==> src/rtl/aes_pkg.sv <==
// Shared AES key-schedule definitions: sizes, controller state type, rcon generation.
package aes_pkg;

  localparam int unsigned NUM_ROUNDS = 10;
  localparam int unsigned NUM_KEYS   = NUM_ROUNDS + 1;
  localparam int unsigned KEY_W      = 128;
  localparam int unsigned RCON_W     = 8;
  localparam int unsigned IDX_W      = 4;

  typedef enum logic [1:0] {
    ST_IDLE = 2'd0,
    ST_LOAD = 2'd1,
    ST_RUN  = 2'd2,
    ST_DONE = 2'd3
  } state_e;

  // Write-port payload into the round-key store.
  typedef struct packed {
    logic             en;
    logic [IDX_W-1:0] idx;
    logic [KEY_W-1:0] data;
  } rk_wr_t;

  // Multiply by x in GF(2^8) modulo the AES polynomial.
  function automatic logic [7:0] xtime(input logic [7:0] b);
    return {b[6:0], 1'b0} ^ (b[7] ? 8'h1b : 8'h00);
  endfunction

  // rcon for round 1..NUM_ROUNDS (x^(round-1)); zero outside that range.
  function automatic logic [RCON_W-1:0] rcon(input logic [IDX_W-1:0] round);
    logic [RCON_W-1:0] c;
    c = 8'h01;
    for (int unsigned i = 2; i <= NUM_ROUNDS; i++) begin
      if (IDX_W'(i) <= round) c = xtime(c);
    end
    if ((round == '0) || (round > IDX_W'(NUM_ROUNDS))) c = '0;
    return c;
  endfunction

endpackage

==> src/rtl/round_key_store.sv <==
// Eleven 128-bit round-key registers with one write port and one combinational read port.
module round_key_store
  import aes_pkg::*;
(
  input  logic             clk,
  input  rk_wr_t           wr,
  input  logic [IDX_W-1:0] rd_idx,
  output logic [KEY_W-1:0] rd_data_c
);

  logic [KEY_W-1:0] mem_q [NUM_KEYS];
  logic [KEY_W-1:0] mem_d [NUM_KEYS];

  // Next contents: only the addressed entry takes the write data.
  always_comb begin
    for (int unsigned i = 0; i < NUM_KEYS; i++) begin
      mem_d[i] = mem_q[i];
      if (wr.en && (wr.idx == IDX_W'(i))) mem_d[i] = wr.data;
    end
  end

  // Key storage is deliberately left out of reset; contents are only meaningful once key_valid.
  always_ff @(posedge clk) begin
    mem_q <= mem_d;
  end

  // Read port returns zero for indices beyond the last round key.
  always_comb begin
    rd_data_c = '0;
    if (rd_idx < IDX_W'(NUM_KEYS)) rd_data_c = mem_q[rd_idx];
  end

endmodule

==> src/rtl/key_sched_ctrl.sv <==
// Sequencer for an external key_evolution datapath; collects the 11 AES-128 round keys.
module key_sched_ctrl
  import aes_pkg::*;
#(
  parameter int unsigned ROUND_CYCLES = 4
) (
  input  logic             clk,
  input  logic             reset,
  input  logic             start,
  input  logic             abort,
  input  logic [KEY_W-1:0] key,
  input  logic [KEY_W-1:0] evolutioned_key_in,
  input  logic [IDX_W-1:0] rk_idx,
  output logic             load_key,
  output logic             clk_en,
  output logic [KEY_W-1:0] round_constant,
  output logic             busy,
  output logic             done,
  output logic             key_valid,
  output logic [KEY_W-1:0] rk_out
);

  localparam int unsigned      CNT_W    = (ROUND_CYCLES > 2) ? $clog2(ROUND_CYCLES) : 1;
  localparam logic [CNT_W-1:0] CNT_LAST = CNT_W'(ROUND_CYCLES - 1);

  state_e              state_q, state_d;
  logic [IDX_W-1:0]    round_q, round_d;
  logic [CNT_W-1:0]    cnt_q, cnt_d;
  logic                cap_q, cap_d;
  logic                load_key_q, load_key_d;
  logic                clk_en_q, clk_en_d;
  logic                busy_q, busy_d;
  logic                done_q, done_d;
  logic                key_valid_q, key_valid_d;
  logic [RCON_W-1:0]   rcon_q, rcon_d;
  rk_wr_t              wr_c;

  // Next-state, store write and registered-output decode.
  always_comb begin
    state_d     = state_q;
    round_d     = round_q;
    cnt_d       = cnt_q;
    key_valid_d = key_valid_q;
    wr_c        = '0;

    case (state_q)
      ST_IDLE: begin
        if (start) begin
          state_d     = ST_LOAD;
          round_d     = IDX_W'(1);
          cnt_d       = '0;
          key_valid_d = 1'b0;
          wr_c.en     = 1'b1;
          wr_c.idx    = '0;
          wr_c.data   = key;
        end
      end
      ST_LOAD: begin
        state_d = ST_RUN;
        cnt_d   = '0;
      end
      ST_RUN: begin
        cnt_d = (cnt_q == CNT_LAST) ? '0 : cnt_q + CNT_W'(1);
        // Datapath result is valid the cycle after clk_en.
        if (cap_q) begin
          wr_c.en   = 1'b1;
          wr_c.idx  = round_q;
          wr_c.data = evolutioned_key_in;
          round_d   = round_q + IDX_W'(1);
          if (round_q == IDX_W'(NUM_ROUNDS)) state_d = ST_DONE;
        end
      end
      ST_DONE: begin
        state_d = ST_IDLE;
      end
      default: begin
        state_d = ST_IDLE;
      end
    endcase

    // Abort cancels everything in flight, including a same-cycle capture.
    if (abort && (state_q != ST_IDLE)) begin
      state_d     = ST_IDLE;
      round_d     = '0;
      cnt_d       = '0;
      key_valid_d = 1'b0;
      wr_c        = '0;
    end

    if (state_d == ST_DONE) key_valid_d = 1'b1;

    load_key_d = (state_d == ST_LOAD);
    clk_en_d   = (state_d == ST_RUN) && (cnt_d == CNT_LAST);
    cap_d      = clk_en_q && (state_d == ST_RUN);
    busy_d     = (state_d == ST_LOAD) || (state_d == ST_RUN);
    done_d     = (state_d == ST_DONE);
    rcon_d     = (state_d == ST_RUN) ? rcon(round_d) : '0;
  end

  // State and output registers with synchronous reset.
  always_ff @(posedge clk) begin
    if (reset) begin
      state_q     <= ST_IDLE;
      round_q     <= '0;
      cnt_q       <= '0;
      cap_q       <= 1'b0;
      load_key_q  <= 1'b0;
      clk_en_q    <= 1'b0;
      busy_q      <= 1'b0;
      done_q      <= 1'b0;
      key_valid_q <= 1'b0;
      rcon_q      <= '0;
    end else begin
      state_q     <= state_d;
      round_q     <= round_d;
      cnt_q       <= cnt_d;
      cap_q       <= cap_d;
      load_key_q  <= load_key_d;
      clk_en_q    <= clk_en_d;
      busy_q      <= busy_d;
      done_q      <= done_d;
      key_valid_q <= key_valid_d;
      rcon_q      <= rcon_d;
    end
  end

  round_key_store u_store (
    .clk       (clk),
    .wr        (wr_c),
    .rd_idx    (rk_idx),
    .rd_data_c (rk_out)
  );

  assign load_key       = load_key_q;
  assign clk_en         = clk_en_q;
  assign busy           = busy_q;
  assign done           = done_q;
  assign key_valid      = key_valid_q;
  assign round_constant = {rcon_q, {(KEY_W - RCON_W){1'b0}}};

endmodule
==> config.mk <==
export PLATFORM = sky130hd
export DESIGN_NAME = key_sched_ctrl
export DESIGN_NICKNAME = d
export VERILOG_FILES = /design/src/rtl/aes_pkg.sv /design/src/rtl/round_key_store.sv /design/src/rtl/key_sched_ctrl.sv
export SDC_FILE = /design/constraint.sdc
export NUM_CORES = 1
export LEC_CHECK = 0
export ABC_AREA = 1
export BUFFER_PORTS_ARGS = -buffer_cell sky130_fd_sc_hd__buf_2
export CAP_MARGIN = 20
export CORE_MARGIN = 2
export CORE_UTILIZATION = 45
export CTS_CLUSTER_SIZE = 20
export DETAILED_ROUTE_END_ITERATION = 16
export HOLD_SLACK_MARGIN = 0.03
export PLACE_DENSITY = 0.66
export SLEW_MARGIN = 20
export SYNTH_ARGS = -nofsm -noshare
export SYNTH_HDL_FRONTEND = slang
export SYNTH_SLANG_ARGS = --single-unit
export TNS_END_PERCENT = 50
==> constraint.sdc <==
create_clock -name clk -period 9.8 [get_ports clk]
set_input_delay 0.98 -clock clk [delete_from_list [all_inputs] [get_ports clk]]
set_output_delay 0.98 -clock clk [all_outputs]
set_load 0.01 [all_outputs]
# After elaboration in Yosys (flattened, before gate mapping)
# Cells that the tools add are included.
# word_totals
register_bits,1430
in_bits,264
out_inout_bits,261
elab_cells,130
# op_classes
addsub,2
order_cmp,12
eq_ne,19
muxes,42
bitwise_logic,10
reduce_logical,24
# op_table
op,n
$bmux W128 S4,1
$mux W133,3
$mux W128,3
$pmux W133 S2,1
$mux W8,8
$xor A8 B5 Y8,8
$mux W5,8
$eq A4 B3 Y1 const B,4
$eq A4 B4 Y1 const B,4
$le A3 B4 Y1 const A,4
$mux W2,8
$logic_and A1 B1 Y1,14
$eq A2 B2 Y1 const B,6
$le A4 B4 Y1 const A,3
$mux W4,3
$eq A4 B2 Y1 const B,2
$le A2 B4 Y1 const A,2
$logic_not A4 Y1,2
$pmux W2 S4,1
$pmux W4 S2,1
$pmux W2 S3,1
$reduce_bool A3 Y1,2
$ge A5 B5 Y1 const B,1
$not A4 Y5,1
other kinds (13),18

# Depth between registers and ports, before layout
# depth
ltp_word,29
depth_mapped,20
depth_no_buf,19

# By module
# A second synthesis with hierarchy kept.
# unflattened
cells_unflattened,5754
area_unflattened_um2,61905.6
# by_module_without_submodules
module,instances,cells_per_inst,area_per_inst_um2,seq_area_each_um2
round_key_store,1,5011,57644.0,42280.6
key_sched_ctrl,1,743,4261.6,440.4

# Worst setup path after synthesis
# Ideal clock, no wire load.
# synth_path
path_type,input port to flip-flop
start,in start
end,reg u_store.mem_q[1152] (netlist name) (enable)
setup_ns,0.617
arrival_ns,6.858
t_required_ns,9.183
slack_ns,2.325
stages,5
n_path_buf,1
cell_sequence,nand2_1 -> inv_1 -> clkbuf_1 -> a21oi_1 -> nor2_1
# synth_between
elab_chain_len,4
# synth_rtl
item,line_no,source
start: declaration,key_sched_ctrl.sv:9,"input logic start,"
$mux W133,key_sched_ctrl.sv:48,if (start) begin
$pmux W133 S2,key_sched_ctrl.sv:46,case (state_q)
$mux W133,key_sched_ctrl.sv:82,if (abort && (state_q != ST_IDLE)) begin
$logic_and A1 B1 Y1,round_key_store.sv:18,if (wr.en && (wr.idx == IDX_W'(i))) mem_d[i] = wr.data;
end signal: assignment,round_key_store.sv:24,mem_q <= mem_d;
end: declaration,round_key_store.sv:11,logic [KEY_W-1:0] mem_q [NUM_KEYS];
# Every way passes these cells.
# A chain may end at the register's enable or synchronous reset.

# Final worst setup path
# layout_path
start,in rk_idx[0]
end,out rk_out[75]
# layout_between
elab_chain_len,5
word_cells_on_any_way,6
cone_classes,1 x order compare; 4 x mux; 1 x bitwise
# layout_rtl
item,line_no,source
start: declaration,key_sched_ctrl.sv:13,"input logic [IDX_W-1:0] rk_idx,"
$not A4 Y5 (not written as such),round_key_store.sv:30,if (rd_idx < IDX_W'(NUM_KEYS)) rd_data_c = mem_q[rd_idx];
$bmux W128 S4,round_key_store.sv:30,
$mux W128 (not written as such) (2 in a row),round_key_store.sv:30,
$mux W128 (*),round_key_store.sv:30,
end: declaration,key_sched_ctrl.sv:20,output logic [KEY_W-1:0] rk_out
# Mark *: on every way between the ends. The rest lies on a longest branch, timed or not. The select of a mux whose other input is x is not followed.

==> insert_results.sql <==
INSERT INTO impl_metrics (metric_group, metric, value, unit) VALUES
('drt', 'drt-total-wl', '150000', 'um'),
('layout', 'n_fill_cell', '10385', ''),
('clock_network', 'worst_setup_hold_path_clk_slew', '0.06', 'ns'),
('clock_network', 'insertion_delay', '0.79', 'ns'),
('synth', 'synth_area_per_cell', '13.7', 'um^2'),
('flow_run', 'cap_violations', '0', ''),
('place', 'place.detailed.instances', '6002', ''),
('global_route', 'grt_start_max_net_pins', '177', ''),
('place', 'number_of_buffers_added_on_ports', '404', ''),
('synth', 'synthTopCellsByCount', '1408 x edfxtp_1, 803 x nor2_1, 541 x nand2_1', ''),
('synth', 'syn-instance-count', '4190', ''),
('synth', 'synthesized_cell_area', '57300', 'um^2'),
('clock_network', 'cts_made_buffers', '146', ''),
('synth', 'synth_top_area_share', '73.8', '%'),
('global_route', 'grt_antenna_before_repair', '1', ''),
('pwr', 'power.density', '225', 'nW/um^2'),
('pwr', 'p_leak', '21.8', 'nW'),
('global_route', 'overflow', '0', ''),
('pwr', 'power', '14.6', 'mW'),
('sta', 'fmaxAchievable', '0.172', 'GHz'),
('clock_network', 'clock_sinks', '1430', ''),
('synth', 'synthDominantAreaCellType', 'edfxtp_1', ''),
('synth', 'synth.distinct_cells', '38', ''),
('drt', 'met2_routed_length', '73600', 'um'),
('sta', 'timing.slew.headroom', '24.1', '%'),
('sta', 'rsz_0062_raised_after_global_routing', 'no', ''),
('layout', 'filler_free_cell_count_of_the_finished_design', '6262', ''),
('layout', 'final_layout_size_suffix_gt1_share', '15.1', '%'),
('sta', 'finalCritPeriodShare', '59.4', '%'),
('die', 'floorplan.rows', '130', ''),
('die', 'coreArea', '126000', 'um^2'),
('layout', 'flow.area_growth_from_synthesis', '13.1', '%'),
('layout', 'fin_area', '64800', 'um^2'),
('sta', 'post-route-worst-setup-slack', '3.98', 'ns'),
('critical_path', 'startpoint_type', 'input port', ''),
('die', 'vertical_extent_of_the_die', '361', 'um'),
('global_route', 'grt_first_pass_wirelength', '222000', 'um'),
('place', 'post-dp-hpwl', '75500', 'um'),
('place', 'dp_worst_setup_slack', '4.01', 'ns'),
('clock_network', 'cts_max_path_buffers', '3', ''),
('place', 'placedInstanceArea', '60400', 'um^2'),
('critical_path', 'critical_path_required', '8.82', 'ns'),
('synth', 'synth_flop_cell', 'edfxtp_1', ''),
('clock_network', 'cts_hold_buf', '0', ''),
('sta', 'setup-violations-final', '0', ''),
('drt', 'detailroute.via_count', '36306', ''),
('synth', 'synth.yosys.warnings', '0', ''),
('layout', 'fin_util', '51.4', '%'),
('clock_network', 'postCtsSetupBuffers', '0', ''),
('synth', 'number_of_enable_flip_flop_cells_after_synthesis', '1408', ''),
('drt', 'drcViolationCount', '0', ''),
('synth', 'synthTopCellsByArea', 'edfxtp_1 74%, nor2_1 5.3%, nand2_1 3.5%', ''),
('clock_network', 'post_cts_resized', '0', ''),
('pwr', 'vdd_drop_max', '231', 'uV'),
('drt', 'routed_length_on_met1', '60900', 'um'),
('global_route', 'number_of_global_route_vias_before_repair', '35508', ''),
('layout', 'antenna_cells', '0', ''),
('place', 'finalWeightedCongestion', '0.767', ''),
('sta', 'hold_viol', '0', ''),
('layout', 'nNetsFinal', '4776', ''),
('die', 'boundaryPins', '525', ''),
('synth', 'synth-seq-cells', '1430', ''),
('synth', 'synth.most_common_cell', 'edfxtp_1', ''),
('die', 'die_area', '130000', 'um^2'),
('drt', 'top_layer', 'met5', ''),
('global_route', 'grt_usage', '22.7', '%'),
('synth', 'synth.yosys.seq_area_share', '74.5', '%'),
('drt', 'met3RoutedLength', '10900', 'um'),
('drt', 'detailedRoute.firstPassIterationCount', '6', ''),
('synth', 'async_flop_share', '0', '%'),
('status', 'result_of_the_run', 'completed', '');
==> path summary, 6_finish.rpt <==
kind | start | slack, ns | cells after the start | end
setup / recovery | rk_idx[0] | 3.98 | 9 | rk_out[75]
hold / removal | clk_en | 0.47 | 2 | cap_q
setup reg to reg | state_q[0] | 4.99 | 10 | u_store.mem_q[590]
hold reg to reg | clk_en | 0.47 | 2 | cap_q
==> cell usage in the layout, fill, tap and decap left out, types with 38 or more instances in the layout <==
| cell type | count |
|---|---|
| a21oi_1 | 131 |
| a221oi_1 | 54 |
| a22oi_1 | 151 |
| a32o_1 | 129 |
| buf_2 | 401 |
| buf_4 | 53 |
| clkbuf_16 | 151 |
| clkinv_1 | 38 |
| conb_1 | 120 |
| edfxtp_1 | 1408 |
| nand2_1 | 540 |
| nand4_1 | 52 |
| nor2_1 | 792 |
| o21ai_0 | 55 |
| o311ai_0 | 151 |
| o31ai_1 | 182 |
==> final cells by class <==
class / count / area, um^2 / share of cell area [%]
Timing Repair Buffer: 463 / 2550 / 3.94
Sequential cell: 1430 / 42700 / 65.9
Tap cell: 1650 / 2060 / 3.18
Multi-Input combinational cell: 2424 / 12900 / 19.9
Clock inverter: 73 / 541 / 0.834
Inverter: 36 / 173 / 0.266
Clock buffer: 186 / 3910 / 6.03
==> sequential cells by signal, indices dropped and copies added (netlist names), 2 cells and up <==
signal	flops
rcon_q	8
round_q	4
state_q	2
cnt_q	2
u_store.mem_q	1408
==> power breakdown <==
group          switching (mW)  total, mW  internal, mW
sequential             0.0516       7.48          7.42
combinational            1.50       1.90         0.402
clock                    2.26       5.21          2.95
total                    3.81       14.6          10.8
==> cell families (layout without fill, tap and decap cells) <==
kind of cell | Yosys count | after routing | synth area share (%)
AOI/OAI and AO/OA | 870 | 870 | 11.6
adders and majority gates | 11 | 11 | 0.240
buffers and inverters | 455 | 758 | 3.95
and+or+nand+nor | 1423 | 1423 | 9.68
other | 1 | 120 | 0.00654
DFF | 1430 | 1430 | 74.5
==> worst max-delay path, stage by stage <==
cell,delay [ns]
buf_8,0.22
inv_8,0.61
nand2_1,0.28
inv_8,0.68
buf_12,0.70
a221oi_1,0.20
o31ai_1,0.14
a32o_1,0.35
buf_2,0.19
==> routing by layer <==
| layer | GRT usage, % | vias to the layer above |
|---|---|---|
| li1 | - | 16239 |
| met1 | 29.7 | 18173 |
| met2 | 38.4 | 1652 |
| met3 | 3.56 | 240 |
| met4 | 8.06 | 2 |
| met5 | 0 | - |
Power figures use the tool's default switching activity.
